--- config.mk ---
export PLATFORM = sky130hd
export DESIGN_NAME = apb_master_bridge_flat
export DESIGN_NICKNAME = d
export VERILOG_FILES = /design/src/rtl/apb_master_bridge_if.sv /design/src/rtl/apb_master_bridge.sv /design/src/flat_wrapper.sv
export SDC_FILE = /design/constraint.sdc
export NUM_CORES = 1
export LEC_CHECK = 0
export CORE_MARGIN = 3
export CORE_UTILIZATION = 56
export DETAILED_ROUTE_END_ITERATION = 16
export DONT_BUFFER_PORTS = 1
export HOLD_SLACK_MARGIN = 0.15
export PLACE_DENSITY = 0.85
export SLEW_MARGIN = 20
export SYNTH_ARGS = -nofsm -noshare
export SYNTH_HDL_FRONTEND = slang
export SYNTH_SLANG_ARGS = --single-unit
export TNS_END_PERCENT = 30
--- constraint.sdc ---
create_clock -name pclk_i -period 1.6 [get_ports pclk_i]
set_input_delay 0.24 -clock pclk_i [delete_from_list [all_inputs] [get_ports pclk_i]]
set_output_delay 0.24 -clock pclk_i [all_outputs]
set_load 0.005 [all_outputs]
--- src/rtl/apb_master_bridge_if.sv ---
// Command/response stream and APB4 bus signals of apb_master_bridge.
// The master modport is the bridge side; the slave modport is the requester plus completer side.
interface apb_master_bridge_if;
    logic        req_valid_i;
    logic        req_ready_o;
    logic [31:0] req_addr_i;
    logic        req_write_i;
    logic [31:0] req_wdata_i;
    logic [3:0]  req_strb_i;
    logic        rsp_valid_o;
    logic        rsp_ready_i;
    logic [31:0] rsp_rdata_o;
    logic        rsp_err_o;
    logic [31:0] paddr_o;
    logic        psel_o;
    logic        penable_o;
    logic        pwrite_o;
    logic [31:0] pwdata_o;
    logic [3:0]  pstrb_o;
    logic        pready_i;
    logic [31:0] prdata_i;
    logic        pslverr_i;

    modport master (
        input  req_valid_i, req_addr_i, req_write_i, req_wdata_i, req_strb_i,
        input  rsp_ready_i, pready_i, prdata_i, pslverr_i,
        output req_ready_o, rsp_valid_o, rsp_rdata_o, rsp_err_o,
        output paddr_o, psel_o, penable_o, pwrite_o, pwdata_o, pstrb_o
    );

    modport slave (
        output req_valid_i, req_addr_i, req_write_i, req_wdata_i, req_strb_i,
        output rsp_ready_i, pready_i, prdata_i, pslverr_i,
        input  req_ready_o, rsp_valid_o, rsp_rdata_o, rsp_err_o,
        input  paddr_o, psel_o, penable_o, pwrite_o, pwdata_o, pstrb_o
    );
endinterface

--- src/rtl/apb_master_bridge.sv ---
// Single-outstanding valid/ready to APB4 initiator; every output is a register.
// Define APB_MASTER_TIMEOUT_EN to abort ACCESS phases that never see pready_i.
module apb_master_bridge #(
    parameter int TIMEOUT_CYCLES = 255
) (
    input  logic                 pclk_i,
    input  logic                 presetn_i,
    apb_master_bridge_if.master  bus
);

    if ((TIMEOUT_CYCLES < 1) || (TIMEOUT_CYCLES > 65535)) begin : g_bad_timeout
        $error("apb_master_bridge: TIMEOUT_CYCLES must be in 1..65535");
    end

    typedef enum logic [1:0] {
        IDLE   = 2'd0,
        SETUP  = 2'd1,
        ACCESS = 2'd2,
        RESP   = 2'd3
    } state_t;

    state_t      state_q;
    logic        req_ready_q;
    logic        rsp_valid_q;
    logic        rsp_err_q;
    logic [31:0] rsp_rdata_q;
    logic        psel_q;
    logic        penable_q;
    logic        pwrite_q;
    logic [31:0] paddr_q;
    logic [31:0] pwdata_q;
    logic [3:0]  pstrb_q;
    logic        access_done;
    logic        access_err;
    logic [31:0] access_rdata;

`ifdef APB_MASTER_TIMEOUT_EN
    localparam logic [15:0] TIMEOUT_LIM = 16'(TIMEOUT_CYCLES);
    logic [15:0] wait_cnt_q;
    logic        timeout_hit;

    // A late pready_i on the limit cycle still wins over the abort.
    assign timeout_hit = !bus.pready_i && (wait_cnt_q == TIMEOUT_LIM);
    assign access_done = bus.pready_i || timeout_hit;
`else
    assign access_done = bus.pready_i;
`endif

    assign access_err   = bus.pready_i ? bus.pslverr_i : 1'b1;
    assign access_rdata = (bus.pready_i && !pwrite_q && !bus.pslverr_i) ? bus.prdata_i : 32'd0;

    always_ff @(posedge pclk_i or negedge presetn_i) begin
        if (!presetn_i) begin
            state_q     <= IDLE;
            req_ready_q <= 1'b0;
            rsp_valid_q <= 1'b0;
            rsp_err_q   <= 1'b0;
            rsp_rdata_q <= 32'd0;
            psel_q      <= 1'b0;
            penable_q   <= 1'b0;
            pwrite_q    <= 1'b0;
            paddr_q     <= 32'd0;
            pwdata_q    <= 32'd0;
            pstrb_q     <= 4'd0;
`ifdef APB_MASTER_TIMEOUT_EN
            wait_cnt_q  <= 16'd0;
`endif
        end else begin
            case (state_q)
                IDLE: begin
                    req_ready_q <= 1'b1;
                    if (req_ready_q && bus.req_valid_i) begin
                        req_ready_q <= 1'b0;
                        if (bus.req_addr_i[1:0] != 2'b00) begin
                            state_q     <= RESP;
                            rsp_valid_q <= 1'b1;
                            rsp_err_q   <= 1'b1;
                            rsp_rdata_q <= 32'd0;
                        end else begin
                            // The APB output registers double as the command latch.
                            state_q  <= SETUP;
                            psel_q   <= 1'b1;
                            paddr_q  <= bus.req_addr_i;
                            pwrite_q <= bus.req_write_i;
                            pwdata_q <= bus.req_write_i ? bus.req_wdata_i : 32'd0;
                            pstrb_q  <= bus.req_write_i ? bus.req_strb_i : 4'd0;
                        end
                    end
                end
                SETUP: begin
                    state_q   <= ACCESS;
                    penable_q <= 1'b1;
`ifdef APB_MASTER_TIMEOUT_EN
                    wait_cnt_q <= 16'd0;
`endif
                end
                ACCESS: begin
                    if (access_done) begin
                        state_q     <= RESP;
                        psel_q      <= 1'b0;
                        penable_q   <= 1'b0;
                        pwrite_q    <= 1'b0;
                        paddr_q     <= 32'd0;
                        pwdata_q    <= 32'd0;
                        pstrb_q     <= 4'd0;
                        rsp_valid_q <= 1'b1;
                        rsp_err_q   <= access_err;
                        rsp_rdata_q <= access_rdata;
                    end
`ifdef APB_MASTER_TIMEOUT_EN
                    else begin
                        wait_cnt_q <= wait_cnt_q + 16'd1;
                    end
`endif
                end
                RESP: begin
                    if (bus.rsp_ready_i) begin
                        state_q     <= IDLE;
                        req_ready_q <= 1'b1;
                        rsp_valid_q <= 1'b0;
                        rsp_err_q   <= 1'b0;
                        rsp_rdata_q <= 32'd0;
                    end
                end
                default: state_q <= IDLE;
            endcase
        end
    end

    assign bus.req_ready_o = req_ready_q;
    assign bus.rsp_valid_o = rsp_valid_q;
    assign bus.rsp_err_o   = rsp_err_q;
    assign bus.rsp_rdata_o = rsp_rdata_q;
    assign bus.psel_o      = psel_q;
    assign bus.penable_o   = penable_q;
    assign bus.pwrite_o    = pwrite_q;
    assign bus.paddr_o     = paddr_q;
    assign bus.pwdata_o    = pwdata_q;
    assign bus.pstrb_o     = pstrb_q;

endmodule

--- src/flat_wrapper.sv ---
// flat-port wrapper written by rule: the top's interface ports become plain ports
module apb_master_bridge_flat 
#(
    parameter int TIMEOUT_CYCLES = 255
)
  (pclk_i, presetn_i, bus_req_valid_i, bus_req_addr_i, bus_req_write_i, bus_req_wdata_i, bus_req_strb_i, bus_rsp_ready_i, bus_pready_i, bus_prdata_i, bus_pslverr_i, bus_req_ready_o, bus_rsp_valid_o, bus_rsp_rdata_o, bus_rsp_err_o, bus_paddr_o, bus_psel_o, bus_penable_o, bus_pwrite_o, bus_pwdata_o, bus_pstrb_o);
  apb_master_bridge_if bus_i ();
  input  logic pclk_i;
  input  logic presetn_i;
  input wire logic [$bits(bus_i.req_valid_i)-1:0] bus_req_valid_i;
  input wire logic [$bits(bus_i.req_addr_i)-1:0] bus_req_addr_i;
  input wire logic [$bits(bus_i.req_write_i)-1:0] bus_req_write_i;
  input wire logic [$bits(bus_i.req_wdata_i)-1:0] bus_req_wdata_i;
  input wire logic [$bits(bus_i.req_strb_i)-1:0] bus_req_strb_i;
  input wire logic [$bits(bus_i.rsp_ready_i)-1:0] bus_rsp_ready_i;
  input wire logic [$bits(bus_i.pready_i)-1:0] bus_pready_i;
  input wire logic [$bits(bus_i.prdata_i)-1:0] bus_prdata_i;
  input wire logic [$bits(bus_i.pslverr_i)-1:0] bus_pslverr_i;
  output wire logic [$bits(bus_i.req_ready_o)-1:0] bus_req_ready_o;
  output wire logic [$bits(bus_i.rsp_valid_o)-1:0] bus_rsp_valid_o;
  output wire logic [$bits(bus_i.rsp_rdata_o)-1:0] bus_rsp_rdata_o;
  output wire logic [$bits(bus_i.rsp_err_o)-1:0] bus_rsp_err_o;
  output wire logic [$bits(bus_i.paddr_o)-1:0] bus_paddr_o;
  output wire logic [$bits(bus_i.psel_o)-1:0] bus_psel_o;
  output wire logic [$bits(bus_i.penable_o)-1:0] bus_penable_o;
  output wire logic [$bits(bus_i.pwrite_o)-1:0] bus_pwrite_o;
  output wire logic [$bits(bus_i.pwdata_o)-1:0] bus_pwdata_o;
  output wire logic [$bits(bus_i.pstrb_o)-1:0] bus_pstrb_o;
  assign bus_i.req_valid_i = bus_req_valid_i;
  assign bus_i.req_addr_i = bus_req_addr_i;
  assign bus_i.req_write_i = bus_req_write_i;
  assign bus_i.req_wdata_i = bus_req_wdata_i;
  assign bus_i.req_strb_i = bus_req_strb_i;
  assign bus_i.rsp_ready_i = bus_rsp_ready_i;
  assign bus_i.pready_i = bus_pready_i;
  assign bus_i.prdata_i = bus_prdata_i;
  assign bus_i.pslverr_i = bus_pslverr_i;
  assign bus_req_ready_o = bus_i.req_ready_o;
  assign bus_rsp_valid_o = bus_i.rsp_valid_o;
  assign bus_rsp_rdata_o = bus_i.rsp_rdata_o;
  assign bus_rsp_err_o = bus_i.rsp_err_o;
  assign bus_paddr_o = bus_i.paddr_o;
  assign bus_psel_o = bus_i.psel_o;
  assign bus_penable_o = bus_i.penable_o;
  assign bus_pwrite_o = bus_i.pwrite_o;
  assign bus_pwdata_o = bus_i.pwdata_o;
  assign bus_pstrb_o = bus_i.pstrb_o;
  apb_master_bridge #(.TIMEOUT_CYCLES(TIMEOUT_CYCLES)) u_core (.pclk_i(pclk_i), .presetn_i(presetn_i), .bus(bus_i));
endmodule
==> key figures <==
Place
  • IO buf count: 0
  • HPWL Detailed: 7070 microns
  • GPL Wtd Cong: 0.769
  • Dpl ws: -0.106 ns

Routing
  • Detailed-route wire length: 13100 microns
  • DRC errors left: 0
  • Via/cell ratio: 5.63
  • Initial drt markers: 114
  • Routed len/inst: 20.7 microns
  • First-pass DRT Iterations: 6
  • DR vias: 3557
  • Post-DRT Antenna Nets: 0

Finish
  • Layout cells sized above 1: 13.3%
  • Commonest cells after routing, fill and taps aside: 108 x dfrtp_1, 101 x nand2_1, 100 x dlygate4sd3_1
  • Final #Nets: 639
  • Area Growth Syn to Fin: 37.0%
  • Commonest non-fill, non-tap cell in the layout: dfrtp_1

Timing
  • Least-Margin Pin Slew: 0.271 ns
  • Period utilisation layout: 108%
  • Final setup margin: -0.133 ns
  • Final setup vio count: 103
  • Final hold slack: -0.448 ns
  • Final Slew Violations: 0
  • Slew headroom: 81.8%
  • Fin. Hold Viols: 108
  • Clk_skew: 0.0124 ns
  • Unrepaired setup endpoints after global routing: yes
  • Min Tclk post-route: 1.73 ns
  • Post-Route Setup TNS: -7.26 ns
  • Max Clock Freq: 577 MHz

Power
  • P per Cell Area: 1660 mW/mm^2
  • Maximum vdd ir drop: 987 uV
  • Leak: 0.00284 uW

Synth
  • Area contributors post-synth: dfrtp_1 61%, nand2_1 9.1%, mux2i_1 7.4%, a22o_1 6.1%, o21ai_1 3.7%
  • Syn avg cell area: 10.9 sq um
  • Number of synthesized flops with an enable pin: 0
  • Main synth FF type: dfrtp_1
  • Mapped Cells: 409
  • Count of cell types in the netlist: 27
  • FFs w/ async S/R, synth: 100%
  • Largest area contributor in the netlist: dfrtp_1
  • Register bit total from synthesis: 108
  • Top-area cell type share of the netlist area: 60.8%
  • Seq/Total Area, Yosys: 60.8%
  • Syn Std Cell Area: 0.00445 sq mm
  • Syn Nets: 521
  • Synth warnings: 0

Worst setup path
  • Crit path largest cell delay: 0.43 ns
  • Max stage delay cell, worst path: dfrtp_1
  • Delay-heaviest family, CP: buffers and inverters
  • CP Cell Sequence: inv_2 -> ha_4 -> buf_6 -> nor4b_4 -> buf_4 -> clkbuf_16 -> nand2_1 -> mux2i_1
  • WP data arrival: 2.01 ns
  • Peak fanout along the critical path: 16
  • Bufs and invs on worst path: 4
  • CP Class: flop to flop
  • Crit. End Element: flop
  • Critical path startpoint category: flop
  • Worst path required time: 1.88 ns

Clock tree
  • TritonCTS sink count: 108
  • H-tree depth: 3
  • Root buffer cell: clkbuf_8
  • Later-pin clock latency in the skew report: 0.37 ns
  • CTS clk-pin slew, worst paths: 0.11 ns
  • CTS tree: yes
  • Post-CTS Hold Fix Bufs: 100
  • Buffer depth of the longest clock path: 2
  • Number of CTS-inserted buffers: 9

Global route
  • GRT Total Usage: 27.7%
  • GR Overflow Total: 0
  • First-pass GRT wire length: 18900 microns
  • Antenna violations before repair: 1
  • Largest net degree at the start of global routing: 109
  • Vias in the first global route: 3787

Floorplan
  • Initial Utilization: 59.4%
  • Cell row count: 31
  • Die Wd: 95.1 microns
  • Chip height: 95.1 microns
  • Die area: 0.00905 sq mm
  • IO Count: 213
  • Core footprint: 0.00749 sq mm

Hold path
  • Hold WC Path Type: input port to async pin

Job
  • Max_cap viols: 0

Run status
  • Failing checks: negative hold slack, negative setup slack
  • Status: finished with violations
-- path summary, 6_finish.rpt --
path / start / to / slack (ns) / depth (start not counted)
max in group asynchronous: presetn_i / u_core.state_q[1] / 1.87 / 0
worst min register to register: u_core.bus.pwdata_o[18] / u_core.bus.pwdata_o[18] / 0.54 / 2
worst max register to register: u_core.state_q[0] / u_core.bus.rsp_rdata_o[27] / -0.13 / 8
worst min-delay path: presetn_i / u_core.bus.rsp_rdata_o[4] / -0.45 / 0
worst max-delay path: u_core.state_q[0] / u_core.bus.rsp_rdata_o[27] / -0.13 / 8
min in group pclk_i: bus_req_addr_i[1] / u_core.state_q[1] / 0.19 / 4
-- what timing repair did --
item | in CTS | in global routing
endpoints found under the hold margin | 208 | 108
pin swaps | 9 | 2
buffers inserted | 1 | 5
resized for setup | 5 | 12
setup endpoints to repair | 99 | 104
gates cloned | 0 | 4
-- power by group --
group          internal [uW]  switching [uW]  total (uW)
registers               3540             776        4320
logic                   2100            2140        4240
clock network            602             964        1570
-- layout make-up --
| cell class | instances | area (sq um) |
|---|---|---|
| Clock inverter | 6 | 53.8 |
| Sequential cell | 108 | 2700 |
| Fill cell | 380 | 1390 |
| Tap cell | 99 | 124 |
| Inverter | 37 | 139 |
| Multi-Input combinational cell | 239 | 1550 |
| Clock buffer | 10 | 128 |
| Timing Repair Buffer | 132 | 1400 |
| Antenna cell | 1 | 2.50 |
-- cell usage after synthesis, types with 2 or more instances --
| library cell | number |
|---|---|
| nor2_1 | 5 |
| o21ai_1 | 33 |
| buf_2 | 12 |
| dfrtp_1 | 108 |
| o21ai_0 | 7 |
| a22o_1 | 31 |
| ha_1 | 5 |
| buf_6 | 6 |
| inv_1 | 36 |
| nor2b_1 | 2 |
| clkbuf_1 | 8 |
| mux2i_1 | 33 |
| and2_1 | 2 |
| nand2_1 | 108 |
-- kinds of logic after synthesis --
| group | synth area share [%] |
|---|---|
| adders and majority gates | 1.41 |
| AOI/OAI and AO/OA | 12.1 |
| DFF | 60.8 |
| buffers and inverters | 6.67 |
| muxes | 8.02 |
| and+or+nand+nor | 11.1 |
-- worst register-to-register path, delay by kind of cell, from the launching register on --
kind          cells  cell delay [ns]
fa+ha+maj         1             0.21
buf+inv           4             0.57
simple gates      2             0.27
mux               1             0.18
flops             1             0.43
-- through the flow --
stage	cells	hold slack, ns	utilization [%]	power, uW	area [sq um]
floorplan	409	-0.0556	-	6680	4480
global placement	505	-0.0535	63.0	7580	4720
detailed placement	505	-0.0534	63.0	7780	4720
CTS	622	-0.464	79.2	9590	5930
global route	632	-0.474	81.4	10700	6090
finish	632	-0.448	81.4	10100	6090
-- layer usage --
metal	global-route usage, %	vias up	share of wire, %
met3	10.7	35	9.2
li1	-	1576	-
met1	29.9	1757	36
met2	47.5	189	52
met5	0	-	0
met4	13.7	0	3.0
-- state kept, by name, summed over array words and instances, names as in the netlist, 2 cells and up --
| register | count |
|---|---|
| u_core.bus.pwdata_o | 32 |
| u_core.bus.pstrb_o | 4 |
| u_core.bus.rsp_rdata_o | 32 |
| u_core.bus.paddr_o | 32 |
| u_core.state_q | 2 |
No activity file was read; power rests on OpenSTA's default activity.
